File: config.mk
export PLATFORM = sky130hd
export DESIGN_NAME = uart_tx_fifo_drain
export DESIGN_NICKNAME = d
export VERILOG_FILES = /design/src/rtl/uart_tx_fifo_drain.sv
export SDC_FILE = /design/constraint.sdc
export NUM_CORES = 1
export LEC_CHECK = 0
export CORE_MARGIN = 3
export CORE_UTILIZATION = 25
export CTS_BUF_LIST = sky130_fd_sc_hd__clkbuf_8
export DETAILED_ROUTE_END_ITERATION = 6
export HOLD_SLACK_MARGIN = 0.03
export REMOVE_ABC_BUFFERS = 1
export SLEW_MARGIN = 20
export SYNTH_ARGS = -nofsm -noshare
export SYNTH_HDL_FRONTEND = slang
export SYNTH_SLANG_ARGS = --single-unit
File: constraint.sdc
create_clock -name CLK_IW -period 2 [get_ports CLK_IW]
set_input_delay 0.5 -clock CLK_IW [delete_from_list [all_inputs] [get_ports CLK_IW]]
set_output_delay 0.5 -clock CLK_IW [all_outputs]
set_load 0.05 [all_outputs]
File: src/rtl/uart_tx_fifo_drain.sv
// uart_tx_fifo_drain: pops words from a registered-read synchronous FIFO and
// sends each one on a UART TX line, LSB first: start bit, DATA_LEN data bits,
// optional even-parity bit, one stop bit.
// Optional feature macro: UART_TX_PARITY_EN (adds the parity bit slot).
module uart_tx_fifo_drain #(
    parameter int DATA_LEN     = 8,
    parameter int CLKS_PER_BIT = 434
) (
    input  logic                CLK_IW,
    input  logic                RST_N_IW,
    input  logic [DATA_LEN-1:0] FIFO_DATA_I,
    input  logic                FIFO_EMPTY_IW,
    output logic                FIFO_READ_EN_OR,
    output logic                TX_OR,
    output logic                BUSY_OW,
    output logic                FRAME_DONE_OR
);

    localparam int CNT_W = (CLKS_PER_BIT > 1) ? $clog2(CLKS_PER_BIT) : 1;
    localparam int IDX_W = $clog2(DATA_LEN);

    localparam logic [CNT_W-1:0] CNT_LAST = CNT_W'(CLKS_PER_BIT - 1);
    localparam logic [CNT_W-1:0] CNT_PRE  = CNT_W'(CLKS_PER_BIT - 2);
    localparam logic [IDX_W-1:0] IDX_LAST = IDX_W'(DATA_LEN - 1);

    typedef enum logic [2:0] {
        ST_IDLE,
        ST_POP,
        ST_LOAD,
        ST_START,
        ST_DATA,
`ifdef UART_TX_PARITY_EN
        ST_PARITY,
`endif
        ST_STOP
    } state_t;

    state_t              state_q, state_d;
    logic [CNT_W-1:0]    cnt_q, cnt_d;
    logic [IDX_W-1:0]    idx_q, idx_d;
    logic [DATA_LEN-1:0] shift_q, shift_d;
    logic                tx_q, tx_d;
    logic                rd_en_q, rd_en_d;
    logic                done_q, done_d;
    logic                bit_tick;
`ifdef UART_TX_PARITY_EN
    logic                parity_q, parity_d;
`endif

    assign bit_tick = (cnt_q == CNT_LAST);

    // Next-state and next-output logic; every output is registered so the line never glitches.
    always_comb begin
        state_d  = state_q;
        cnt_d    = cnt_q;
        idx_d    = idx_q;
        shift_d  = shift_q;
        tx_d     = tx_q;
        rd_en_d  = 1'b0;
        done_d   = 1'b0;
`ifdef UART_TX_PARITY_EN
        parity_d = parity_q;
`endif
        case (state_q)
            ST_IDLE: begin
                cnt_d = '0;
                idx_d = '0;
                tx_d  = 1'b1;
                // Empty flag is only looked at here; once popped, the word is always sent.
                if (!FIFO_EMPTY_IW) begin
                    rd_en_d = 1'b1;
                    state_d = ST_POP;
                end
            end
            ST_POP: begin
                // FIFO registers its output on this cycle's closing edge.
                state_d = ST_LOAD;
            end
            ST_LOAD: begin
                shift_d  = FIFO_DATA_I;
`ifdef UART_TX_PARITY_EN
                parity_d = ^FIFO_DATA_I;
`endif
                tx_d     = 1'b0;
                cnt_d    = '0;
                state_d  = ST_START;
            end
            ST_START: begin
                if (bit_tick) begin
                    cnt_d   = '0;
                    idx_d   = '0;
                    tx_d    = shift_q[0];
                    state_d = ST_DATA;
                end else begin
                    cnt_d = cnt_q + CNT_W'(1);
                end
            end
            ST_DATA: begin
                if (bit_tick) begin
                    cnt_d   = '0;
                    shift_d = shift_q >> 1;
                    if (idx_q == IDX_LAST) begin
`ifdef UART_TX_PARITY_EN
                        tx_d    = parity_q;
                        state_d = ST_PARITY;
`else
                        tx_d    = 1'b1;
                        state_d = ST_STOP;
`endif
                    end else begin
                        idx_d = idx_q + IDX_W'(1);
                        tx_d  = shift_q[1];
                    end
                end else begin
                    cnt_d = cnt_q + CNT_W'(1);
                end
            end
`ifdef UART_TX_PARITY_EN
            ST_PARITY: begin
                if (bit_tick) begin
                    cnt_d   = '0;
                    tx_d    = 1'b1;
                    state_d = ST_STOP;
                end else begin
                    cnt_d = cnt_q + CNT_W'(1);
                end
            end
`endif
            ST_STOP: begin
                if (bit_tick) begin
                    cnt_d   = '0;
                    tx_d    = 1'b1;
                    state_d = ST_IDLE;
                end else begin
                    cnt_d = cnt_q + CNT_W'(1);
                    // Registered pulse lands in the final stop-bit cycle.
                    if (cnt_q == CNT_PRE) begin
                        done_d = 1'b1;
                    end
                end
            end
            default: begin
                tx_d    = 1'b1;
                state_d = ST_IDLE;
            end
        endcase
    end

    // State and output registers; reset aborts any frame in progress.
    always_ff @(posedge CLK_IW) begin
        if (!RST_N_IW) begin
            state_q  <= ST_IDLE;
            cnt_q    <= '0;
            idx_q    <= '0;
            shift_q  <= '0;
            tx_q     <= 1'b1;
            rd_en_q  <= 1'b0;
            done_q   <= 1'b0;
`ifdef UART_TX_PARITY_EN
            parity_q <= 1'b0;
`endif
        end else begin
            state_q  <= state_d;
            cnt_q    <= cnt_d;
            idx_q    <= idx_d;
            shift_q  <= shift_d;
            tx_q     <= tx_d;
            rd_en_q  <= rd_en_d;
            done_q   <= done_d;
`ifdef UART_TX_PARITY_EN
            parity_q <= parity_d;
`endif
        end
    end

    assign TX_OR           = tx_q;
    assign FIFO_READ_EN_OR = rd_en_q;
    assign FRAME_DONE_OR   = done_q;
    assign BUSY_OW         = (state_q != ST_IDLE);

endmodule

==> results of run 1 <==
==> cell families after synthesis <==
| group | synth area share [%] |
|---|---|
| adder cells (fa/ha/maj) | 4.50 |
| AND/OR/NAND/NOR | 23.7 |
| AO/OA/AOI/OAI | 18.6 |
| buffers and inverters | 5.50 |
| flip-flops | 37.5 |
| multiplexers | 10.2 |
==> flip-flops by register name (all words and copies together) (netlist names) <==
name / count
FIFO_READ_EN_OR: 1
TX_OR: 1
FRAME_DONE_OR: 1
shift_q: 8
state_q: 3
idx_q: 3
cnt_q: 9
==> layer usage <==
| metal | vias up | share of wire [%] | track usage, % |
|---|---|---|---|
| met3 | 4 | 4.1 | 3.59 |
| met5 | - | 0 | 0 |
| met2 | 12 | 44 | 14.7 |
| met4 | 0 | 1.5 | 4.05 |
| met1 | 524 | 50 | 13.2 |
| li1 | 599 | - | - |
==> path summary, 6_finish.rpt <==
check,endpoint,depth (start not counted)
worst max-delay path,BUSY_OW,3
worst min-delay path,cnt_q[8],1
worst max register to register,cnt_q[2],7
worst min register to register,cnt_q[8],1
==> synth_stat cells (5+ instances only) <==
library cell,count,area [um2]
nor2_1,13,48.8
mux2i_1,13,130
a211oi_1,7,52.6
nand3_1,7,35.0
inv_1,5,18.8
a31oi_1,5,31.3
ha_1,5,62.6
nand2_1,9,33.8
dfxtp_1,26,521
a21oi_1,5,25.0
nand2b_1,5,31.3
==> power by group <==
part           total (mW)  internal (mW)  leakage [nW]  switching (mW)
registers           0.564          0.542         0.211          0.0218
logic               0.187         0.0919         0.428          0.0949
clock network       0.350          0.176        0.0288           0.173
total                1.10          0.811         0.668           0.290
==> final cells by class <==
cell class	instances	area [um2]
fill	538	3550
multi-input combinational	112	792
sequential	26	520
timing repair buffer	22	208
tap	70	87.6
clock buffer	4	55.1
inverter	6	22.5
==> per-stage QoR <==
| stage | total power [mW] | hold slack (ns) | setup slack, ns |
|---|---|---|---|
| 2_1_floorplan | 0.684 | 0.427 | 0.328 |
| 3_3_place_gp | 0.762 | 0.449 | 0.130 |
| 3_5_place_dp | 0.763 | 0.452 | 0.114 |
| 4_1_cts | 1.12 | 0.470 | 0.0638 |
| 5_1_grt | 1.16 | 0.500 | 0.00951 |
| 6_report | 1.10 | 0.465 | 0.0718 |
==> flow_metrics.env, run 1 <==
export IMPL_relSlewSlack_pct=66.8
export IMPL_num_io_pins=15
export IMPL_clock_skew_ns=0.00225
export IMPL_synth_seq_cells=26
export IMPL_tightest_slew_ns=0.496
export IMPL_fin_area_um2=1690
export IMPL_p_per_area_nw_per_um2=653
export IMPL_hp_start="cnt_q[8]"
export IMPL_r2r_start="cnt_q[1]"
export IMPL_criticalPathCategory="reg -> out"
export IMPL_dieArea_um2=6490
export IMPL_n_antenna_cell=0
export IMPL_grt_total_usage_pct=9.99
export IMPL_power_leakage_nw=0.668
export IMPL_layout_commonest_cell="dfxtp_1"
export IMPL_numPortBuffers=14
export IMPL_slew_viol_final=0
export IMPL_ys_seq_area_share_pct=37.5
export IMPL_cts_buffers=3
export IMPL_synth_edf_count=0
export IMPL_async_reset_ff_share_pct=0
export IMPL_antenna_left=0
export IMPL_clkSinkCount=26
export IMPL_avgSynthCellArea_um2=9.08
export IMPL_gp_congestion=0.737
export IMPL_synth_distinct_cells=44
export IMPL_required_ns=1.50
export IMPL_grt_pass1_wl_mm=4.98
export IMPL_first_pass_iters=4
export IMPL_num_rows=26
export IMPL_core_um2=5240
export IMPL_drt_iter0_markers=64
export IMPL_syn_area_um2=1390
export IMPL_viasPerCell=4.75
export IMPL_antenna_found_initial=0
export IMPL_wl_mm=2.88
export IMPL_cts_tree="yes"
export IMPL_cp_top_family="flip-flops"
export IMPL_die_w_um=80.5
export IMPL_critPathArrivalTime_ns=1.43
export IMPL_max_freq_ghz=0.519
export IMPL_cts_resized=0
export IMPL_routedWlPerCell_um=12.0
export IMPL_vias=1139
export IMPL_status="finished clean"
export IMPL_clock_latency_ns=0.28
export IMPL_hold_violations=0
export IMPL_ys_flop_type="dfxtp_1"
export IMPL_area_growth_pct=21.4
export IMPL_mostFrequentLayoutCells="dfxtp_1, mux2i_1, nor2_1"
export IMPL_cts_root_buf="clkbuf_8"
export IMPL_slowest_stage="dfxtp_1"
export IMPL_grt_pass1_vias=1045
export IMPL_cp_end_kind="output pin"
export IMPL_crit_chain="buf_4 -> or3_1 -> buf_12"
export IMPL_layout_nets=187
export IMPL_setup_viol=0
export IMPL_fin_crit_sh_pct=96.4
export IMPL_dp_hpwl_mm=2.08
export IMPL_critPathMaxStageDelay_ns=0.40
export IMPL_layout_min_cycle_time_ns=1.93
export IMPL_cts_max_level=1
export IMPL_overflow=0
export IMPL_r2r_slack_ns=0.20
export IMPL_dpl_cell_count=236
export IMPL_drc=0
export IMPL_synth_warnings=0
export IMPL_hold_path_class="reg -> reg"
export IMPL_postCtsSetupBuffers=0
export IMPL_start_util_pct=26.5
export IMPL_drive_above_1_share_pct=12.4
export IMPL_tns_ns=0
export IMPL_path_max_fanout=9
export IMPL_finalCoreUtilization_pct=32.2
export IMPL_final_cells=240
export IMPL_clkTransAtPathRegs_ns=0.09
export IMPL_holdBufCountCts=0
export IMPL_cts_max_path_buffers=2
export IMPL_grt_max_degree=18
export IMPL_postPlaceCellArea_um2=1630
export IMPL_crit_path_start="state_q[2]"
export IMPL_grt_setup_unrepaired="false"
export IMPL_cp_start_kind="register"
export IMPL_max_cap_violations=0
export IMPL_die_y_um=80.5
export IMPL_critPathBufInv=2
export IMPL_vdd_drop_max_v=0.000222
export IMPL_syn_inst=153
No activity file was read; power rests on OpenSTA's default activity.
==> inputs of run 2 (changes only) <==
==> constraint.sdc (replaced) <==
create_clock -name CLK_IW -period 2.35 [get_ports CLK_IW]
set_input_delay 0.5875 -clock CLK_IW [delete_from_list [all_inputs] [get_ports CLK_IW]]
set_output_delay 0.5875 -clock CLK_IW [all_outputs]
set_load 0.05 [all_outputs]
==> run 2 against run 1 <==
Compared with the run above:
- sequential power down 14%
- critical path depth down 2
- total power down 21%
- sequential cell count unchanged
- via count down 1.9%
- wire length down 5.0%
- clock skew up 0.0044 ns
- register-to-register slack better by 0.26 ns
- critical path type unchanged
==> flow_metrics.env, run 2 (synthesis results as in run 1) <==
export IMPL_num_io_pins=15
export IMPL_hold_violations=0
export IMPL_grt_total_usage_pct=8.86
export IMPL_max_cap_violations=0
export IMPL_internal_power_mw=0.642
export IMPL_drive_above_1_share_pct=7.98
export IMPL_area_growth_pct=16.4
export IMPL_r2r_end="TX_OR"
export IMPL_clock_power_share_pct=28.7
export IMPL_num_rows=26
export IMPL_n_antenna_cell=0
export IMPL_holdBufCountCts=0
export IMPL_viasPerCell=4.79
export IMPL_grt_max_degree=18
export IMPL_clkTransAtPathRegs_ns=0.09
export IMPL_cts_root_buf="clkbuf_8"
export IMPL_power_share_sequential_pct=55.3
export IMPL_grt_pass1_vias=1028
export IMPL_clock_latency_ns=0.27
export IMPL_vdd_drop_max_v=0.000255
export IMPL_layout_min_cycle_time_ns=2.02
export IMPL_antenna_found_initial=0
export IMPL_finalPower_mw=0.874
export IMPL_hold_path_class="reg -> reg"
export IMPL_layout_commonest_cell="dfxtp_1"
export IMPL_fill_cells=534
export IMPL_slew_viol_final=0
export IMPL_grt_pass1_wl_mm=4.65
export IMPL_critPathArrivalTime_ns=1.43
export IMPL_tightest_slew_ns=0.504
export IMPL_r2r_slack_ns=0.46
export IMPL_gp_congestion=0.784
export IMPL_drt_iter0_markers=147
export IMPL_cts_max_level=1
export IMPL_cts_buffers=3
export IMPL_cp_top_family="buffers and inverters"
export IMPL_die_w_um=80.5
export IMPL_first_pass_iters=4
export IMPL_overflow=0
export IMPL_top_register="cnt_q"
export IMPL_grt_setup_unrepaired="false"
export IMPL_fin_crit_sh_pct=85.8
export IMPL_reg_largest_list="cnt_q: 9 flops, shift_q: 8 flops"
export IMPL_tns_ns=0
export IMPL_switching_share_pct=26.6
export IMPL_cts_tree="yes"
export IMPL_status="finished clean"
export IMPL_power_leakage_nw=0.626
export IMPL_drc=0
export IMPL_clkSinkCount=26
export IMPL_antenna_left=0
export IMPL_slowest_stage="clkdlybuf4s50_1"
export IMPL_start_util_pct=26.5
export IMPL_die_y_um=80.5
export IMPL_numPortBuffers=14
export IMPL_r2r_cells=5
export IMPL_routedWlPerCell_um=11.8
export IMPL_mostFrequentLayoutCells="dfxtp_1, mux2i_1, nor2_1, clkdlybuf4s50_1, nand2_1"
export IMPL_critPathMaxStageDelay_ns=0.81
export IMPL_cts_max_path_buffers=2
export IMPL_crit_chain="clkdlybuf4s50_1"
export IMPL_comb_power_share_pct=16.0
export IMPL_netSwitchingPower_mw=0.232
export IMPL_core_um2=5240
export IMPL_cp_depth=1
export IMPL_path_max_fanout=2
export IMPL_required_ns=1.76
export IMPL_critPathBufInv=1
export IMPL_vias=1117
export IMPL_p_per_area_nw_per_um2=541
export IMPL_relSlewSlack_pct=66.3
export IMPL_wl_mm=2.74
export IMPL_layout_nets=181
export IMPL_hp_start="idx_q[2]"
export IMPL_setup_viol=0
export IMPL_cp_end_kind="output pin"
export IMPL_crit_path_start="TX_OR"
export IMPL_cts_resized=0
export IMPL_max_freq_ghz=0.496
export IMPL_cp_start_kind="register"
export IMPL_critPathCapture="TX_OR"
export IMPL_largest_reg_flops=9
export IMPL_r2r_start="cnt_q[0]"
export IMPL_dieArea_um2=6490
export IMPL_criticalPathCategory="reg -> out"
export IMPL_dp_hpwl_mm=2.00
export IMPL_postCtsSetupBuffers=0
export IMPL_clock_skew_ns=0.00666
## run 2: tightest hold or removal path, delay by kind of cell (launching register included)
kind / cells / cell delay (ns)
muxes: 1 / 0.05
and+or+nand+nor: 1 / 0.05
DFF: 1 / 0.33
## run 2: power groups by stage
| stage | Clock [mW] | Sequential [mW] | Combinational [mW] |
|---|---|---|---|
| after CTS | 0.263 | 0.482 | 0.141 |
| after global routing | 0.271 | 0.487 | 0.154 |
| final | 0.251 | 0.483 | 0.140 |
| after global placement | 0 | 0.493 | 0.139 |
| after detailed placement | 0 | 0.492 | 0.140 |
| after floorplan | 0 | 0.499 | 0.0836 |
## run 2: cell type report
cell class | count | area, um2 | area share (%)
timing repair buffer | 16 | 153 | 9.44
sequential | 26 | 520 | 32.2
tap | 70 | 87.6 | 5.42
multi-input combinational | 112 | 792 | 49.0
clock buffer | 3 | 41.3 | 2.55
inverter | 6 | 22.5 | 1.39
## run 2: how the worst min path moves through the flow
stage | depth (start not counted) | to | slack (ns)
floorplan | 1 | cnt_q[8] | 0.43
global placement | 1 | cnt_q[8] | 0.45
detailed placement | 1 | cnt_q[8] | 0.45
CTS | 2 | idx_q[2] | 0.47
global route | 1 | cnt_q[8] | 0.49
finish | 2 | idx_q[2] | 0.47
## run 2: metrics by stage
stage	hold slack, ns	util (%)	worst slack [ns]	cell area (um2)	instances
2_1_floorplan	0.427	-	0.678	1340	144
3_3_place_gp	0.449	30.1	0.371	1580	230
3_5_place_dp	0.454	30.1	0.343	1580	230
4_1_cts	0.471	30.9	0.323	1620	233
5_1_grt	0.489	30.9	0.302	1620	233
6_report	0.466	30.9	0.334	1620	233
## run 2: layer usage
metal / vias up / track usage [%] / part of all wire, %
met5: - / 0 / 0
met4: 0 / 1.52 / 0.29
met3: 2 / 2.47 / 6.1
met2: 25 / 13.9 / 43
met1: 505 / 12.2 / 51
li1: 585 / - / -
==> inputs of run 3 (changes only) <==
--- a/config.mk
+++ b/config.mk
@@ -6,12 +6,12 @@
 export NUM_CORES = 1
 export LEC_CHECK = 0
 export CORE_MARGIN = 3
-export CORE_UTILIZATION = 25
+export CORE_UTILIZATION = 40
 export CTS_BUF_LIST = sky130_fd_sc_hd__clkbuf_8
 export DETAILED_ROUTE_END_ITERATION = 6
 export HOLD_SLACK_MARGIN = 0.03
 export REMOVE_ABC_BUFFERS = 1
-export SLEW_MARGIN = 20
+export SKIP_LAST_GASP = 1
 export SYNTH_ARGS = -nofsm -noshare
 export SYNTH_HDL_FRONTEND = slang
 export SYNTH_SLANG_ARGS = --single-unit
==> run 3 against run 2 <==
Compared with the run above:
- via count rose by 4.8%
- hold slack got worse by 0.0029 ns
- critical path depth did not move
- cell count fell by 11%
- register-to-register slack improved by 0.02 ns
- utilization rose by 20 points
==> flow_metrics.env, run 3 (synthesis results as in run 1) <==
export IMPL_clkTransAtPathRegs_ns=0.10
export IMPL_fin_crit_sh_pct=85.7
export IMPL_grt_max_degree=18
export IMPL_internal_power_mw=0.755
export IMPL_hold_violations=0
export IMPL_critPathMaxStageDelay_ns=0.81
export IMPL_dp_hpwl_mm=2.02
export IMPL_switching_share_pct=24.2
export IMPL_routedWlPerCell_um=13.3
export IMPL_drc=0
export IMPL_multi_input_area_um2=792
export IMPL_num_io_pins=15
export IMPL_n_antenna_cell=0
export IMPL_clock_latency_ns=0.27
export IMPL_relSlewSlack_pct=66.2
export IMPL_layout_nets=181
export IMPL_p_per_area_nw_per_um2=617
export IMPL_numPortBuffers=14
export IMPL_cts_max_path_buffers=2
export IMPL_cts_root_buf="clkbuf_8"
export IMPL_path_max_fanout=2
export IMPL_required_ns=1.76
export IMPL_die_w_um=64.9
export IMPL_holdBufCountCts=0
export IMPL_criticalPathCategory="reg -> out"
export IMPL_critPathBufInv=1
export IMPL_area_growth_pct=16.2
export IMPL_clock_skew_ns=0.00990
export IMPL_mostFrequentLayoutCells="dfxtp_1, mux2i_1, nor2_1, clkdlybuf4s50_1, nand2_1"
export IMPL_critPathArrivalTime_ns=1.43
export IMPL_largest_reg_flops=9
export IMPL_antenna_found_initial=0
export IMPL_cp_start_kind="register"
export IMPL_grt_pass1_vias=1076
export IMPL_seqCellArea_um2=520
export IMPL_slew_viol_final=0
export IMPL_status="finished clean"
export IMPL_cts_buffers=3
export IMPL_cp_end_kind="output pin"
export IMPL_num_rows=20
export IMPL_crit_chain="clkdlybuf4s50_1"
export IMPL_cts_max_level=1
export IMPL_layout_commonest_cell="dfxtp_1"
export IMPL_finalCoreUtilization_pct=50.8
export IMPL_tns_ns=0
export IMPL_setup_viol=0
export IMPL_postCtsSetupBuffers=0
export IMPL_power_leakage_nw=0.640
export IMPL_cts_resized=0
export IMPL_clkSinkCount=26
export IMPL_fill_cells=314
export IMPL_vias=1171
export IMPL_cp_top_family="buffers and inverters"
export IMPL_tightest_slew_ns=0.505
export IMPL_overflow=0
export IMPL_netSwitchingPower_mw=0.240
export IMPL_grt_total_usage_pct=15.2
export IMPL_top_register="cnt_q"
export IMPL_viasPerCell=5.63
export IMPL_core_um2=3180
export IMPL_layout_min_cycle_time_ns=2.01
export IMPL_clock_power_share_pct=37.3
export IMPL_drive_above_1_share_pct=8.54
export IMPL_slowest_stage="clkdlybuf4s50_1"
export IMPL_wl_mm=2.76
export IMPL_gp_congestion=0.749
export IMPL_reg_largest_list="cnt_q: 9 flops, shift_q: 8 flops"
export IMPL_antenna_left=0
export IMPL_drt_iter0_markers=56
export IMPL_die_y_um=64.9
export IMPL_comb_power_share_pct=14.1
export IMPL_cts_tree="yes"
export IMPL_max_freq_ghz=0.496
export IMPL_grt_pass1_wl_mm=5.11
export IMPL_vdd_drop_max_v=0.000261
export IMPL_power_share_sequential_pct=48.6
export IMPL_first_pass_iters=4
export IMPL_dieArea_um2=4220
export IMPL_grt_setup_unrepaired="false"
export IMPL_max_cap_violations=0
export IMPL_hold_path_class="reg -> reg"
export IMPL_start_util_pct=43.7
-- run 3: power by group through the flow --
stage	sequential, mW	clock [mW]	combinational, mW
3_5_place_dp	0.493	0	0.141
5_1_grt	0.488	0.402	0.156
4_1_cts	0.483	0.379	0.142
3_3_place_gp	0.492	0	0.138
2_1_floorplan	0.499	0	0.0836
6_report	0.483	0.372	0.140
-- run 3: through the flow --
stage	hold WS (ns)	cells	instance area, um2	worst slack (ns)	total power, mW
after global placement	0.438	204	1540	0.368	0.630
final	0.463	208	1610	0.335	0.995
after CTS	0.468	208	1610	0.320	1.00
after global routing	0.498	208	1610	0.253	1.05
after detailed placement	0.454	204	1540	0.336	0.634
after floorplan	0.427	144	1340	0.678	0.582
-- run 3: worst paths after layout --
check / slack (ns) / depth (start not counted) / endpoint / startpoint
worst min-delay path: 0.46 / 1 / cnt_q[8] / cnt_q[8]
worst max-delay path: 0.34 / 1 / TX_OR / TX_OR
worst min register to register: 0.46 / 1 / cnt_q[8] / cnt_q[8]
worst max register to register: 0.48 / 4 / cnt_q[5] / state_q[0]
-- run 3: cell type report --
class	count	area share, %
multi-input cells	112	49.1
flip-flops and latches	26	32.2
repair buffers	16	9.46
well taps	44	3.41
clock buffers	3	2.56
clock inverters	1	1.86
inverters	6	1.40
-- run 3: layer usage --
metal / vias to the layer above / routed length (um) / track usage, %
met2: 28 / 1210 / 22.9
met1: 546 / 1380 / 21.9
met3: 4 / 142 / 3.29
met4: 0 / 27 / 3.96
li1: 593 / - / -
met5: - / 0 / 0
==> RTL change 1 (settings of run 1) <==
Make the reset (`RST_N_IW`) asynchronous in one clocked block.
--- a/src/rtl/uart_tx_fifo_drain.sv
+++ b/src/rtl/uart_tx_fifo_drain.sv
@@ -148,5 +148,5 @@
 
     // State and output registers; reset aborts any frame in progress.
-    always_ff @(posedge CLK_IW) begin
+    always_ff @(posedge CLK_IW or negedge RST_N_IW) begin
         if (!RST_N_IW) begin
             state_q  <= ST_IDLE;
Formal check against the unedited RTL: differs if RST_N_IW is asserted again (counterexample within 4 cycles, from zero or initial values and one cycle with RST_N_IW low); with RST_N_IW held inactive, the same outputs for 10 cycles.
==> RTL change 1 against run 1 <==
Register-to-register slack gained 0.02 ns; worst setup slack improved by 0.011 ns; first-iteration DRC count rose by 55%; critical path depth down 1; design area grew 4.8%; non-clock buffer count down 4; sequential cell count did not move; wire length grew 2.7%; area after synthesis grew 9.5%; critical path type unchanged; highest routed layer unchanged.
Power is not compared: it rests on default switching activity, and its combinational part moved more than twofold at a synthesized area within 25%.
==> RTL change 1: results (changes against run 1) <==
stage,metric,value,unit,change
drt,Via density,4.81,,+1.4%
global_route,largest net degree at the start of global routing,27,,+9
yosys,"Seq/Total Area, Yosys",42.9,%,+5.4 points
yosys,Async SR Flop Fraction,100,%,+100 points
critical_path,Critical Path Source,state_q[0],,
yosys,Cell variety after synth,45,,+2.3%
global_route,first-pass GRT wire length,5.42,mm,+8.7%
clock_tree,H-Tree Depth,1,,unchanged
hold_path,hold path start,shift_q[5],,
critical_path,Critical Path Slowest Stage Cell,dfrtp_2,,
clock_tree,CTS Root Buffer Type,clkbuf_8,,
global_route,GRT Total Usage,9.32,%,-0.67 points
yosys,synthesized instance count,157,,+2.6%
yosys,Area contributors post-synth,"dfrtp_1 41%, mux2i_1 5.3%, nand2_1 4.4%",,
sta,clk_skew,0.00410,ns,+0.00185 ns
global_route,number of global-route vias before repair,1139,,+9.0%
drt,met2 WL post-DR,1.27,mm,-1.2%
clock_tree,post-CTS setup buffer count,0,,unchanged
global_route,initial antenna violation count,0,,unchanged
finish,fill count,582,,+8.2%
finish,share of cells above drive strength 1,13.1,%,+0.74 points
pwr,worst vdd ir,0.226,mV,
finish,net total in the final layout,185,,-1.1%
critical_path,Worst path max stage delay,0.52,ns,+0.12 ns
drt,Iter 0 DRT Violations,99,,+55%
yosys,Post-synth top cells,"25 x dfrtp_1, 18 x nand2_1, 10 x o21ai_0",,
clock_tree,clock latency on the worst-skew pair,0.27,ns,
drt,drt wl/cell,12.3,um,+2.7%
drt,DR WL met3,86,um,-27%
critical_path,"Max FO, Critical Path",15,,+6
critical_path,crit path DAT,1.42,ns,
sta,Slew headroom,60.7,%,-6.1 points
yosys,YS warnings,0,,unchanged
clock_tree,Worst-path clk slew,0.09,ns,about the same
place,Final Wtd Congestion,0.767,,+4.1%
clock_tree,Num CTS Buffers,3,,unchanged
drt,Metal-1 WL,1.52,mm,+5.1%
drt,DR pass1 iterations,6,,+2
critical_path,FF-to-FF Start,cnt_q[1],,
place,HPWL after detailed placement,2.08,mm,about the same
place,"worst slack, placed",0.216,ns,+0.102 ns
pwr,Power per Cell Area,525,nW/um2,
hold_path,HP Class,flip-flop to flip-flop,,
status,status,"finished, final reports clean",,
==> RTL change 1: cell count changes in the layout (fill, tap and decap cells not counted), sizes merged, moves of 5 or more <==
cell    before  now
nand2        9   18
dfxtp       26    0
a211oi       7    1
o21ai        4   11
nor2        13    8
mux2i       13    8
dfrtp        0   25
==> RTL change 1: cell families (layout without fill, tap and decap cells) <==
logic type,count (synthesis),count (layout),synth area share (%)
AO/OA/AOI/OAI,44,44,20.1
adder cells (fa/ha/maj),5,5,4.12
buffers and inverters,15,26,5.60
flip-flops,26,26,42.9
multiplexers,10,10,7.00
AND/OR/NAND/NOR,57,57,20.3
==> RTL change 1: worst max-delay path, delay by kind of cell, from the launching register on <==
kind | cells | cell delay [ns]
DFF | 1 | 0.52
and+or+nand+nor | 1 | 0.42
buffers and inverters | 1 | 0.20
==> RTL change 1: layer usage <==
layer	up-vias	GRT usage [%]
met5	-	0
met4	0	5.85
met3	7	1.48
met2	17	14.0
met1	537	12.3
li1	594	-
==> RTL change 1: what timing repair did <==
item | 4_1_cts | 5_1_grt
endpoints found under the setup margin | 1 | 0
hold buffers | 0 | 0
gates resized for setup | 1 | 0
==> RTL change 1: layout make-up <==
type | instances | area (um2) | area share [%]
clock buffer | 4 | 55.1 | 3.12
inverter | 4 | 15.0 | 0.850
multi-input combinational | 116 | 788 | 44.6
sequential | 26 | 653 | 37.0
tap | 72 | 90.1 | 5.10
timing repair buffer | 18 | 165 | 9.35
==> RTL change 1: path summary, 6_finish.rpt <==
path	end	slack, ns	cells after the start
setup / recovery	BUSY_OW	0.08	2
hold / removal	shift_q[5]	0.49	2
setup reg to reg	cnt_q[6]	0.22	6
hold reg to reg	shift_q[5]	0.49	2
max in group asynchronous	TX_OR	1.12	2
min in group asynchronous	state_q[2]	0.59	2
==> RTL change 1: where the power goes <==
group,switching (mW),internal (mW),total (mW)
clock network,0.169,0.176,0.345
registers,0.00461,0.534,0.538
logic,0.0185,0.0251,0.0436
==> RTL change 1: metrics by stage <==
stage	util (%)	power [mW]	TNS (ns)	hold slack [ns]	area, um2
2_1_floorplan	-	0.559	-2.27	0.204	1450
3_3_place_gp	30.0	0.593	0	0.464	1710
3_5_place_dp	30.0	0.594	0	0.470	1710
4_1_cts	30.9	0.946	0	0.492	1770
5_1_grt	30.9	0.975	0	0.527	1770
6_report	30.9	0.927	0	0.490	1770
==> RTL change 2 (settings of run 1) <==
Without the edit above. Build with the macro `UART_TX_PARITY_EN` defined.
--- a/src/rtl/uart_tx_fifo_drain.sv
+++ b/src/rtl/uart_tx_fifo_drain.sv
@@ -3,4 +3,6 @@
 // optional even-parity bit, one stop bit.
 // Optional feature macro: UART_TX_PARITY_EN (adds the parity bit slot).
+`define UART_TX_PARITY_EN
+
 module uart_tx_fifo_drain #(
     parameter int DATA_LEN     = 8,
Function: same outputs for any inputs over 10 cycles, from zero or initial values and one cycle with RST_N_IW low; that may be too few to reach the edited logic, so the function may still have changed.
==> RTL change 2 against run 1 <==
First-iteration DRC count is 25% lower; sequential cell count is 1 higher; power is 19% higher; wire length is 10% higher; design area is 7.9% higher; hold slack better by 0.020 ns; area after synthesis is 10% higher; register-to-register slack better by 0.16 ns; worst setup slack worse by 0.0090 ns; clock power is 5% lower; count of clock-buffer cells in the layout is 1 lower; largest power group unchanged; highest routed layer is now met3.
==> RTL change 2: results (changes against run 1) <==
stage,metric,value,unit,change
sta,Slew headroom,66.8,%,about the same
finish,Regs by FF count,"cnt_q x9, shift_q x8",,
drt,met2 WL post-DR,1.41,mm,+9.8%
drt,DR vias,1258,,+10%
global_route,number of global-route vias before repair,1180,,+13%
clock_tree,H-Tree Depth,1,,unchanged
clock_tree,post-cts resize count,0,,unchanged
sta,clk_skew,0.0121,ns,+0.00990 ns
drt,Iter 0 DRT Violations,48,,-25%
place,port buffer count,14,,unchanged
critical_path,Critical Path Slowest Stage Cell,clkdlybuf4s50_1,,
drt,DR WL met3,94,um,-20%
yosys,Area contributors post-synth,"dfxtp_1 35%, a211oi_2 5.7%, mux2i_1 5.2%",,
hold_path,worst hold endpoint,idx_q[1],,
yosys,Cell variety after synth,43,,-2.3%
drt,drt wl/cell,12.3,um,+2.3%
drt,max layer used,met3,,
clock_tree,CTS Root Buffer Type,clkbuf_8,,
global_route,largest net degree at the start of global routing,20,,+2
global_route,initial antenna violation count,0,,unchanged
hold_path,HP Class,flip-flop to flip-flop,,
yosys,Async SR Flop Fraction,0,%,unchanged
yosys,synthesized instance count,169,,+10%
status,status,"finished, final reports clean",,
critical_path,"reg-to-reg slack, setup",0.36,ns,+0.16 ns
critical_path,"Max FO, Critical Path",2,,-7
finish,net total in the final layout,204,,+9.1%
global_route,GRT Total Usage,9.19,%,-0.79 points
yosys,"Seq/Total Area, Yosys",35.4,%,-2.1 points
place,HPWL after detailed placement,2.26,mm,+8.8%
finish,fill count,595,,+11%
drt,Metal-1 WL,1.68,mm,+17%
critical_path,worst r2r dst,cnt_q[8],,
place,Final Wtd Congestion,0.737,,about the same
critical_path,family with the most delay on the worst path,buffers and inverters,,
clock_tree,post-CTS setup buffer count,0,,unchanged
critical_path,Worst path max stage delay,0.81,ns,+0.41 ns
hold_path,hold path start,idx_q[1],,
pwr,worst vdd ir,0.385,mV,+73%
place,"worst slack, placed",0.323,ns,+0.209 ns
clock_tree,clock latency on the worst-skew pair,0.28,ns,about the same
clock_tree,Num CTS Buffers,3,,unchanged
yosys,Post-synth top cells,"27 x dfxtp_1, 14 x nor2_1, 12 x nand2_1",,
global_route,first-pass GRT wire length,5.50,mm,+10%
clock_tree,worst-case clock buffer depth,2,,unchanged
place,DP Cell Count,255,,+8.1%
finish,share of cells above drive strength 1,16.0,%,+3.7 points
hold_path,Worst Hold Depth,2,,+1
clock_tree,Worst-path clk slew,0.11,ns,+0.02 ns
finish,diode count,0,,unchanged
critical_path,FF-to-FF Start,cnt_q[1],,
pwr,LEAKAGE,0.612,nW,-8.4%
critical_path,crit path DAT,1.44,ns,
drt,Via density,4.86,,+2.3%
drt,DR pass1 iterations,4,,unchanged
critical_path,worst r2r path cells,6,,-1
## RTL change 2: how the worst max path moves through the flow
stage,startpoint,endpoint,slack (ns),depth (start not counted)
CTS,TX_OR,TX_OR,0.05,1
detailed placement,FIFO_DATA_I[3],parity_q,0.32,5
floorplan,state_q[0],shift_q[0],0.16,5
finish,TX_OR,TX_OR,0.06,1
global placement,FIFO_DATA_I[3],parity_q,0.32,5
global route,TX_OR,TX_OR,0.01,1
## RTL change 2: power by group
part	leakage [nW]	switching (mW)	internal (mW)
logic	0.372	0.204	0.169
registers	0.219	0.0288	0.576
clock network	0.0217	0.190	0.142
## RTL change 2: area by class of cell
| type | count | area [um2] | area share (%) |
|---|---|---|---|
| clock inverter | 1 | 7.51 | 0.413 |
| tap | 72 | 90.1 | 4.95 |
| inverter | 6 | 22.5 | 1.24 |
| multi-input combinational | 128 | 907 | 49.9 |
| sequential | 27 | 541 | 29.7 |
| clock buffer | 3 | 41.3 | 2.27 |
| timing repair buffer | 22 | 210 | 11.6 |
## RTL change 2: routing by layer
| metal | global-route usage [%] | vias to the layer above |
|---|---|---|
| met5 | 0 | - |
| met4 | 1.32 | 0 |
| met3 | 2.45 | 0 |
| met2 | 14.4 | 13 |
| met1 | 12.9 | 592 |
| li1 | - | 653 |
## RTL change 2: cells by family (layout without fill, tap and decap cells)
logic type	Yosys count	in the layout	share of synthesized area [%]
buffers and inverters	14	32	5.24
multiplexers	8	8	5.24
adder cells (fa/ha/maj)	5	5	4.10
AO/OA/AOI/OAI	41	41	22.6
AND/OR/NAND/NOR	65	65	22.3
flip-flops	27	27	35.4
XOR/XNOR	9	9	5.16
## RTL change 2: stage by stage
| step | instance area [um2] | utilization [%] | hold WS, ns |
|---|---|---|---|
| after global routing | 1820 | 31.9 | 0.516 |
| after floorplan | 1470 | - | 0.451 |
| after global placement | 1770 | 31.0 | 0.465 |
| after CTS | 1820 | 31.9 | 0.491 |
| after detailed placement | 1770 | 31.0 | 0.475 |
| final | 1820 | 31.9 | 0.485 |
